==> config.mk <==
export PLATFORM = sky130hd
export DESIGN_NAME = dataint_checksum_framed
export DESIGN_NICKNAME = d
export VERILOG_FILES = /design/src/rtl/dataint_checksum_framed.sv
export SDC_FILE = /design/constraint.sdc
export NUM_CORES = 1
export LEC_CHECK = 0
export ABC_AREA = 1
export BUFFER_PORTS_ARGS = -buffer_cell sky130_fd_sc_hd__buf_4
export CORE_ASPECT_RATIO = 0.9
export CORE_MARGIN = 2
export CORE_UTILIZATION = 45
export CTS_CLUSTER_SIZE = 10
export DETAILED_ROUTE_END_ITERATION = 6
export PLACE_DENSITY = 0.72
export SLEW_MARGIN = 10
export SYNTH_ARGS = -nofsm -noshare
export SYNTH_HDL_FRONTEND = slang
export SYNTH_SLANG_ARGS = --single-unit
==> constraint.sdc <==
create_clock -name clk -period 7.81 [get_ports clk]
set_input_delay 1.1715 -clock clk [delete_from_list [all_inputs] [get_ports clk]]
set_output_delay 1.1715 -clock clk [all_outputs]
set_load 0.01 [all_outputs]
==> src/rtl/dataint_checksum_framed.sv <==
// Framed checksum engine: reduces keep-masked lanes each beat into an ADD, one's-complement or XOR
// accumulator, and holds the per-frame result until the consumer takes it.
//
//   state  | meaning
//   IDLE   | no frame open; next accepted beat starts a frame
//   ACTIVE | frame open; mode latched, accumulating beats
//   DONE   | result held on m_*; input stalled until m_ready
module dataint_checksum_framed #(
  parameter int WIDTH = 16,
  parameter int LANES = 2,
  parameter int CNT_W = 16
) (
  input  logic                   clk,
  input  logic                   rst_n,
  input  logic                   clear,
  input  logic [1:0]             cfg_mode,
  input  logic                   s_valid,
  output logic                   s_ready,
  input  logic [LANES*WIDTH-1:0] s_data,
  input  logic [LANES-1:0]       s_keep,
  input  logic                   s_last,
  input  logic [WIDTH-1:0]       exp_chksum,
  output logic                   m_valid,
  input  logic                   m_ready,
  output logic [WIDTH-1:0]       m_chksum,
  output logic                   m_match,
  output logic [CNT_W-1:0]       m_beats,
  output logic                   m_mode_err
);

  localparam logic [1:0] ST_IDLE   = 2'd0;
  localparam logic [1:0] ST_ACTIVE = 2'd1;
  localparam logic [1:0] ST_DONE   = 2'd2;

  localparam logic [1:0] MODE_ONES = 2'd1;
  localparam logic [1:0] MODE_XOR  = 2'd2;
  localparam logic [1:0] MODE_RSVD = 2'd3;

  // Four guard bits hold the carries of up to eight lanes plus the running value.
  localparam int SUM_W = WIDTH + 4;

  logic [1:0]       state;
  logic [1:0]       mode_q;
  logic [WIDTH-1:0] acc;
  logic [CNT_W-1:0] cnt;

  logic             accept;
  logic             first_beat;
  logic [1:0]       mode_eff;
  logic [WIDTH-1:0] acc_base;
  logic [CNT_W-1:0] cnt_base;
  logic [SUM_W-1:0] lane_sum;
  logic [WIDTH-1:0] lane_xor;
  logic [SUM_W-1:0] fold1;
  logic [WIDTH-1:0] fold2;
  logic [WIDTH-1:0] acc_next;
  logic [WIDTH-1:0] chk_next;
  logic [CNT_W-1:0] cnt_next;

  assign accept  = s_valid && s_ready;
  assign m_valid = (state == ST_DONE);

  always_comb begin
    first_beat = (state == ST_IDLE);
    mode_eff   = first_beat ? cfg_mode : mode_q;
    acc_base   = first_beat ? '0 : acc;
    cnt_base   = first_beat ? '0 : cnt;

    lane_sum = SUM_W'(acc_base);
    lane_xor = acc_base;
    for (int i = 0; i < LANES; i++) begin
      if (s_keep[i]) begin
        lane_sum = lane_sum + SUM_W'(s_data[i*WIDTH +: WIDTH]);
        lane_xor = lane_xor ^ s_data[i*WIDTH +: WIDTH];
      end
    end

    // Two end-around folds: after the first the carry-out can be at most one.
    fold1 = SUM_W'(lane_sum[WIDTH-1:0]) + SUM_W'(lane_sum[SUM_W-1:WIDTH]);
    fold2 = fold1[WIDTH-1:0] + WIDTH'(fold1[SUM_W-1:WIDTH]);

    case (mode_eff)
      MODE_ONES: acc_next = fold2;
      MODE_XOR:  acc_next = lane_xor;
      default:   acc_next = lane_sum[WIDTH-1:0];
    endcase

    chk_next = (mode_eff == MODE_ONES) ? ~acc_next : acc_next;
    cnt_next = (&cnt_base) ? cnt_base : cnt_base + CNT_W'(1);
  end

  always_ff @(posedge clk or negedge rst_n) begin
    if (!rst_n) begin
      state      <= ST_IDLE;
      s_ready    <= 1'b0;
      mode_q     <= '0;
      acc        <= '0;
      cnt        <= '0;
      m_chksum   <= '0;
      m_match    <= 1'b0;
      m_beats    <= '0;
      m_mode_err <= 1'b0;
    end else if (clear) begin
      state      <= ST_IDLE;
      s_ready    <= 1'b1;
      mode_q     <= '0;
      acc        <= '0;
      cnt        <= '0;
      m_chksum   <= '0;
      m_match    <= 1'b0;
      m_beats    <= '0;
      m_mode_err <= 1'b0;
    end else begin
      case (state)
        ST_IDLE, ST_ACTIVE: begin
          s_ready <= 1'b1;
          if (accept) begin
            acc    <= acc_next;
            cnt    <= cnt_next;
            mode_q <= mode_eff;
            if (s_last) begin
              state      <= ST_DONE;
              s_ready    <= 1'b0;
              m_chksum   <= chk_next;
              m_match    <= (chk_next == exp_chksum);
              m_beats    <= cnt_next;
              m_mode_err <= (mode_eff == MODE_RSVD);
            end else begin
              state <= ST_ACTIVE;
            end
          end
        end
        ST_DONE: begin
          if (m_ready) begin
            state   <= ST_IDLE;
            s_ready <= 1'b1;
            acc     <= '0;
            cnt     <= '0;
          end
        end
        default: begin
          state   <= ST_IDLE;
          s_ready <= 1'b1;
        end
      endcase
    end
  end

endmodule
Yosys cells after proc, flatten, opt, wreduce, memory -nomap -nowiden
Cells that the tools add are included.
{ "classes": {"add_sub_neg": 5, "eq_ne": 8, "n_mux": 46, "bitwise": 3, "reduce_logical": 12} }
{ "ops": {"columns": ["op", "n"], "rows": [
  ["$mux W16", 19],
  ["$pmux W16 S2", 3],
  ["$xor A16 B16 Y16", 2],
  ["$add A20 B16 Y20", 1],
  ["$mux W20", 1],
  ["$add A16 B16 Y17", 1],
  ["$add A16 B4 Y17", 1],
  ["$mux W17", 1],
  ["$add A16 B1 Y16", 1],
  ["$add A16 B1 Y16 const B", 1],
  ["$eq A16 B16 Y1", 1],
  ["$mux W2", 8],
  ["$not A16 Y16", 1],
  ["$reduce_and A16 Y1", 1],
  ["$mux W1", 12],
  ["$eq A2 B2 Y1 const B", 3],
  ["$reduce_and A3 Y1", 2],
  ["$reduce_bool A2 Y1", 3],
  ["$eq A2 B1 Y1 const B", 2],
  ["$pmux W2 S2", 1],
  ["$reduce_and A2 Y1", 2],
  ["$ne A3 B2 Y1 const B", 1],
  ["$ne A3 B3 Y1 const B", 1],
  ["$reduce_bool A3 Y1", 1],
  ["4 further kinds", 4]
]} }
{ "totals": {"ff_bits": 71, "in_bits": 58, "out_inout_bits": 36, "wordCells": 83} }

Logic depth before layout (Yosys ltp)
{ "depth": {"depth_word": 16, "mapped_depth": 60, "mapped_depth_nobuf": 58} }

Worst setup path before layout
OpenSTA, ideal clock, no wires.
{ "synth_timing": {"path_type": "register -> register", "startpoint": "register state[0]", "endpoint": "register m_match", "setup_ns": 0.066, "arrival_time_ns": 7.045, "t_required_ns": 7.744, "path_slack_ns": 0.700, "path_stages_with_launch": 57, "n_path_buf": 3, "synth_period_minus_slack_ns": 7.110, "path_cell_list": "dfrtp_1 nor2_2 buf_2 buf_2 clkbuf_1 nor2_1 ha_1 nand3_1 nand3_1 nand3_2 nand2_2 nand3_1 nand2_1 nand2_1 nand3_1 nand2_1 inv_1 ha_1 [... 21 more ...] o21ai_1 xor2_1 o21ai_0 nor2_1 nand2_1 nor2_1 nand2_1 nor2_1 nand2_1 nor2_1 nand2_1 nor2_1 nand3_1 nor2_1 nand2_1 nor2_1 nand3_1 nand2_1"} }
{ "synth_via": {"elab_chain_cells": 16, "word_cells_on_any_way": 27, "classes_between": "4 x add/sub; 4 x eq/ne; 12 x mux; 3 x bitwise; 4 x reduce/logical"} }
{ "synth_rtl": {"columns": ["item", "line", "source"], "rows": [
  ["start, declared", "42", "logic [1:0] state;"],
  ["start signal, assigned", "94", "state <= ST_IDLE;"],
  ["start signal, assigned", "104", "state <= ST_IDLE;"],
  ["start signal, assigned", "122", "state <= ST_DONE;"],
  ["$logic_not A2 Y1", "64, 114", null],
  ["$mux W16", "66", "acc_base = first_beat ? '0 : acc;"],
  ["$add A16 B16 Y17", "73", "lane_sum = lane_sum + SUM_W'(s_data[i*WIDTH +: WIDTH]);"],
  ["$mux W17", "72", "if (s_keep[i]) begin"],
  ["$add A20 B16 Y20", "73", null],
  ["$mux W20", "72", null],
  ["$add A16 B4 Y17", "79", "fold1 = SUM_W'(lane_sum[WIDTH-1:0]) + SUM_W'(lane_sum[SUM_W-1:WIDTH]);"],
  ["$add A16 B1 Y16", "80", "fold2 = fold1[WIDTH-1:0] + WIDTH'(fold1[SUM_W-1:WIDTH]);"],
  ["$pmux W16 S2", "82", "case (mode_eff)"],
  ["$not A16 Y16", "88", "chk_next = (mode_eff == MODE_ONES) ? ~acc_next : acc_next;"],
  ["$mux W16", "88", null],
  ["$eq A16 B16 Y1", "125", "m_match <= (chk_next == exp_chksum);"],
  ["$mux W1", "121", "if (s_last) begin"],
  ["$mux W1", "117", "if (accept) begin"],
  ["$mux W1", "114", "case (state)"],
  ["$mux W1", "103", "end else if (clear) begin"],
  ["end signal, assigned", "125", null],
  ["end, declared", "26", "output logic m_match,"]
]} }
Several ways; a longest one is shown, not always the timed one. The select of a mux whose other input is x is not followed.
A chain may end at the register's enable or synchronous reset.

Worst setup path in the final report
{ "layout_timing": {"startpoint": "input port s_data[1]", "endpoint": "register m_match"} }
{ "layout_via": {"elab_chain_cells": 14, "word_cells_on_any_way": 18, "classes_between": "4 x add/sub; 1 x eq/ne; 10 x mux; 3 x bitwise"} }
{ "layout_rtl": {"columns": ["item", "line", "source"], "rows": [
  ["start, declared", "19", "input logic [LANES*WIDTH-1:0] s_data,"],
  ["$add A16 B16 Y17", "73", null],
  ["$mux W17", "72", null],
  ["$add A20 B16 Y20", "73", null],
  ["$mux W20", "72", null],
  ["$add A16 B4 Y17", "79", null],
  ["$add A16 B1 Y16", "80", null],
  ["$pmux W16 S2 (*)", "82", null],
  ["$not A16 Y16", "88", null],
  ["$mux W16 (*)", "88", null],
  ["$eq A16 B16 Y1 (*)", "125", null],
  ["$mux W1 (*)", "121", null],
  ["$mux W1 (*)", "117", null],
  ["$mux W1 (*)", "114", null],
  ["$mux W1 (*)", "103", null]
]} }
Mark *: on every way between the ends. The rest lies on a longest branch, timed or not. The select of a mux whose other input is x is not followed.

==> impl_metrics.tcl <==
set metrics [dict create \
    status "completed" \
    cts_tree "yes" \
    crit_type "input port to flop" \
    io_pins 94 \
    reg2reg_depth 50 \
    ys_warn_count 0 \
    synth_top_cell_area_share 0.238 \
    cts_root_buf "clkbuf_16" \
    end_kind "flop" \
    vias_per_cell 5.48 \
    drt_drc_violations_left 0 \
    numCtsBuffers 9 \
    r2r_start "state[1]$_DFFE_PN0P_" \
    finalHoldViolCount 0 \
    dieArea_sq_um 17700 \
    nets 1414 \
    cp_slowest_cell "o311a_1" \
    dp.cells 1507 \
    die_w_microns 140 \
    layout_commonest_cell "nand2_1" \
    htreeDepth 3 \
    syn_inst 1225 \
    grt_first_pass_wirelength_microns 37400 \
    drv_slew 0 \
    rows 44 \
    ys_seq_area_frac 0.238 \
    skew_ns 0.00815 \
    yosysTopAreaCell "dfrtp_1" \
    grt_max_degree 72 \
    worstPathRequired_ns 8.08 \
    nFillCells 1640 \
    layout_common_cells "nand2_1, inv_1, nand3_1" \
    fin_crit_ns 7.39 \
    timing.hold.ws_ns 0.484 \
    gp_congestion 0.967 \
    clk_latency_ns 0.34 \
    tightest_slew_ns 0.903 \
    firstDrtPassIters 5 \
    grt_usage 0.259 \
    crit_path_end "m_match$_DFFE_PN0P_" \
    wl_per_cell_microns 15.4 \
    dpl_worst_slack_ns -0.176 \
    ir_drop_mv 0.138 \
    layout-drive-gt1-share 0.188 \
    synth_edf_count 0 \
    regToRegEndpoint "m_match$_DFFE_PN0P_" \
    vias 8366 \
    cts_hold_buf 0 \
    max_freq_mhz 135 \
    synthFlopType "dfrtp_1" \
    critPathMaxStageDelay_ns 0.35 \
    synth_cell_types 47 \
    drv_cap 0 \
    synth_nets 1323 \
    syn2layout_area_growth_pct 20.9 \
    cpMostUsedCell "nand2_1" \
    finalCritPeriodShare 0.947 \
    hp-class "flop to flop" \
    grt_pass1_vias 7490 \
    antenna_found_initial 0 \
    p_total_mw 1.55 \
    cts.reportedPaths.clkPinSlew_ns 0.06 \
    cts_buffer_depth 2 \
    start_util 0.462 \
    rrSetupSlack_ns 0.52 \
    finalWirelength_microns 23500 \
    synthArstFlopShare 1.00 \
    power.density_nw_per_um2 171 \
    postLayoutCoreUtil 0.559 \
    leakage_nw 4.57 \
    synth_seq_cells 71 \
    grt_overflow 0 \
    io_buffers 93 \
    startpoint_type "input port" \
    rsz0062_at_grt "true" \
    finalWorstSetupSlack_ns 0.417 \
    dp_hpwl_microns 18200 \
    die_h_microns 126 \
    crit_start "s_data[1]" \
    path_max_fanout 4 \
    synth_area_leaders "dfrtp_1, nand2_1, nand3_1" \
    syn_area_per_cell_sq_um 6.10 \
    synth_area_sq_um 7480 \
    worst_ep_arrival_time_ns 7.67 \
    hold_depth 2 \
    setup_viol_count_final 0 \
    drt_iter0_markers 664 \
    cts_sinks 71 \
    n_antenna_cell 0 \
    timing.slew.headroom 0.398 \
    stdcell_count 1528 \
    core_region_area_sq_um 16200 \
    ant_nets 0 \
]
[cell type report]
cell class | count | area [sq um] | area share
clock buffers | 9 | 225 | 0.0249
repair buffers | 116 | 891 | 0.0985
inverters | 168 | 631 | 0.0697
clock inverters | 7 | 96.3 | 0.0107
multi-input cells | 950 | 5160 | 0.571
well taps | 207 | 259 | 0.0286
flip-flops and latches | 71 | 1780 | 0.196
[worst max-delay path, delay by kind of cell]
kind,cells,cell delay (ns)
buffers and inverters,2,0.19
adders and majority gates,6,1.36
AOI/OAI and AO/OA,4,0.67
xor gates and xnor gates,1,0.18
and+or+nand+nor,37,4.07
[stage by stage]
step / instance area, sq um / TNS, ns
floorplan: 7480 / 0
global placement: 8430 / 0
detailed placement: 8430 / -0.201
CTS: 8750 / 0
global route: 9040 / -0.145
finish: 9040 / 0
[synth_stat cells, types with 4 or more instances]
| cell type | number |
|---|---|
| nand2_1 | 349 |
| nor2_2 | 9 |
| nand2_4 | 4 |
| o21ai_1 | 7 |
| nor3_1 | 9 |
| nand3_1 | 136 |
| dfrtp_1 | 71 |
| a31oi_1 | 5 |
| xor2_1 | 13 |
| nand3_2 | 9 |
| inv_2 | 9 |
| o21ai_0 | 57 |
| ha_1 | 37 |
| a32o_1 | 6 |
| and3_1 | 4 |
| buf_2 | 9 |
| a21oi_1 | 48 |
| o31ai_1 | 5 |
| nor2_1 | 123 |
| buf_1 | 6 |
| nand2_2 | 19 |
| or2_2 | 10 |
| nand3b_1 | 10 |
| clkbuf_1 | 20 |
| nand4_1 | 23 |
| inv_1 | 154 |
| clkinv_1 | 5 |
| o22ai_1 | 32 |
[metal layers]
| metal | vias up | part of all wire | track usage |
|---|---|---|---|
| met5 | - | 0 | 0 |
| met4 | 0 | 0.023 | 0.0712 |
| met3 | 38 | 0.064 | 0.0483 |
| met2 | 293 | 0.44 | 0.393 |
| met1 | 3824 | 0.48 | 0.380 |
| li1 | 4211 | - | - |
[flip-flops by register name, summed over array words and instances, names as in the netlist]
signal and cells:
cnt 16, m_match 1, mode_q 2, s_ready 1, m_mode_err 1, state 2, acc 16, m_beats 16
m_chksum 16
[logic make-up (layout without fill, tap and decap cells)]
family / after synthesis / after routing / share of synthesized area
xor gates and xnor gates: 16 / 16 / 0.0187
DFF: 71 / 71 / 0.238
AOI/OAI and AO/OA: 183 / 183 / 0.144
and+or+nand+nor: 711 / 711 / 0.424
adders and majority gates: 40 / 40 / 0.0699
buffers and inverters: 204 / 300 / 0.105
[power by group]
part	internal [mW]	switching [mW]
sequential	0.393	0.0144
clock	0.280	0.169
combinational	0.236	0.455
[what timing repair did]
item,in CTS,in global routing
endpoints found under the setup margin,0,16
gates resized for setup,0,56
buffers inserted,0,4
[worst min-delay path by stage]
stage	slack (ns)	start	end
2_1_floorplan	0.48	mode_q[0]$_DFFE_PN0P_	mode_q[0]$_DFFE_PN0P_
3_3_place_gp	0.47	m_beats[13]$_DFFE_PN0P_	m_beats[13]$_DFFE_PN0P_
3_5_place_dp	0.47	m_beats[8]$_DFFE_PN0P_	m_beats[8]$_DFFE_PN0P_
4_1_cts	0.49	m_beats[8]$_DFFE_PN0P_	m_beats[8]$_DFFE_PN0P_
5_1_grt	0.50	m_chksum[0]$_DFFE_PN0P_	m_chksum[0]$_DFFE_PN0P_
6_report	0.48	m_beats[11]$_DFFE_PN0P_	m_beats[11]$_DFFE_PN0P_
(Power assumes the default switching activity.)
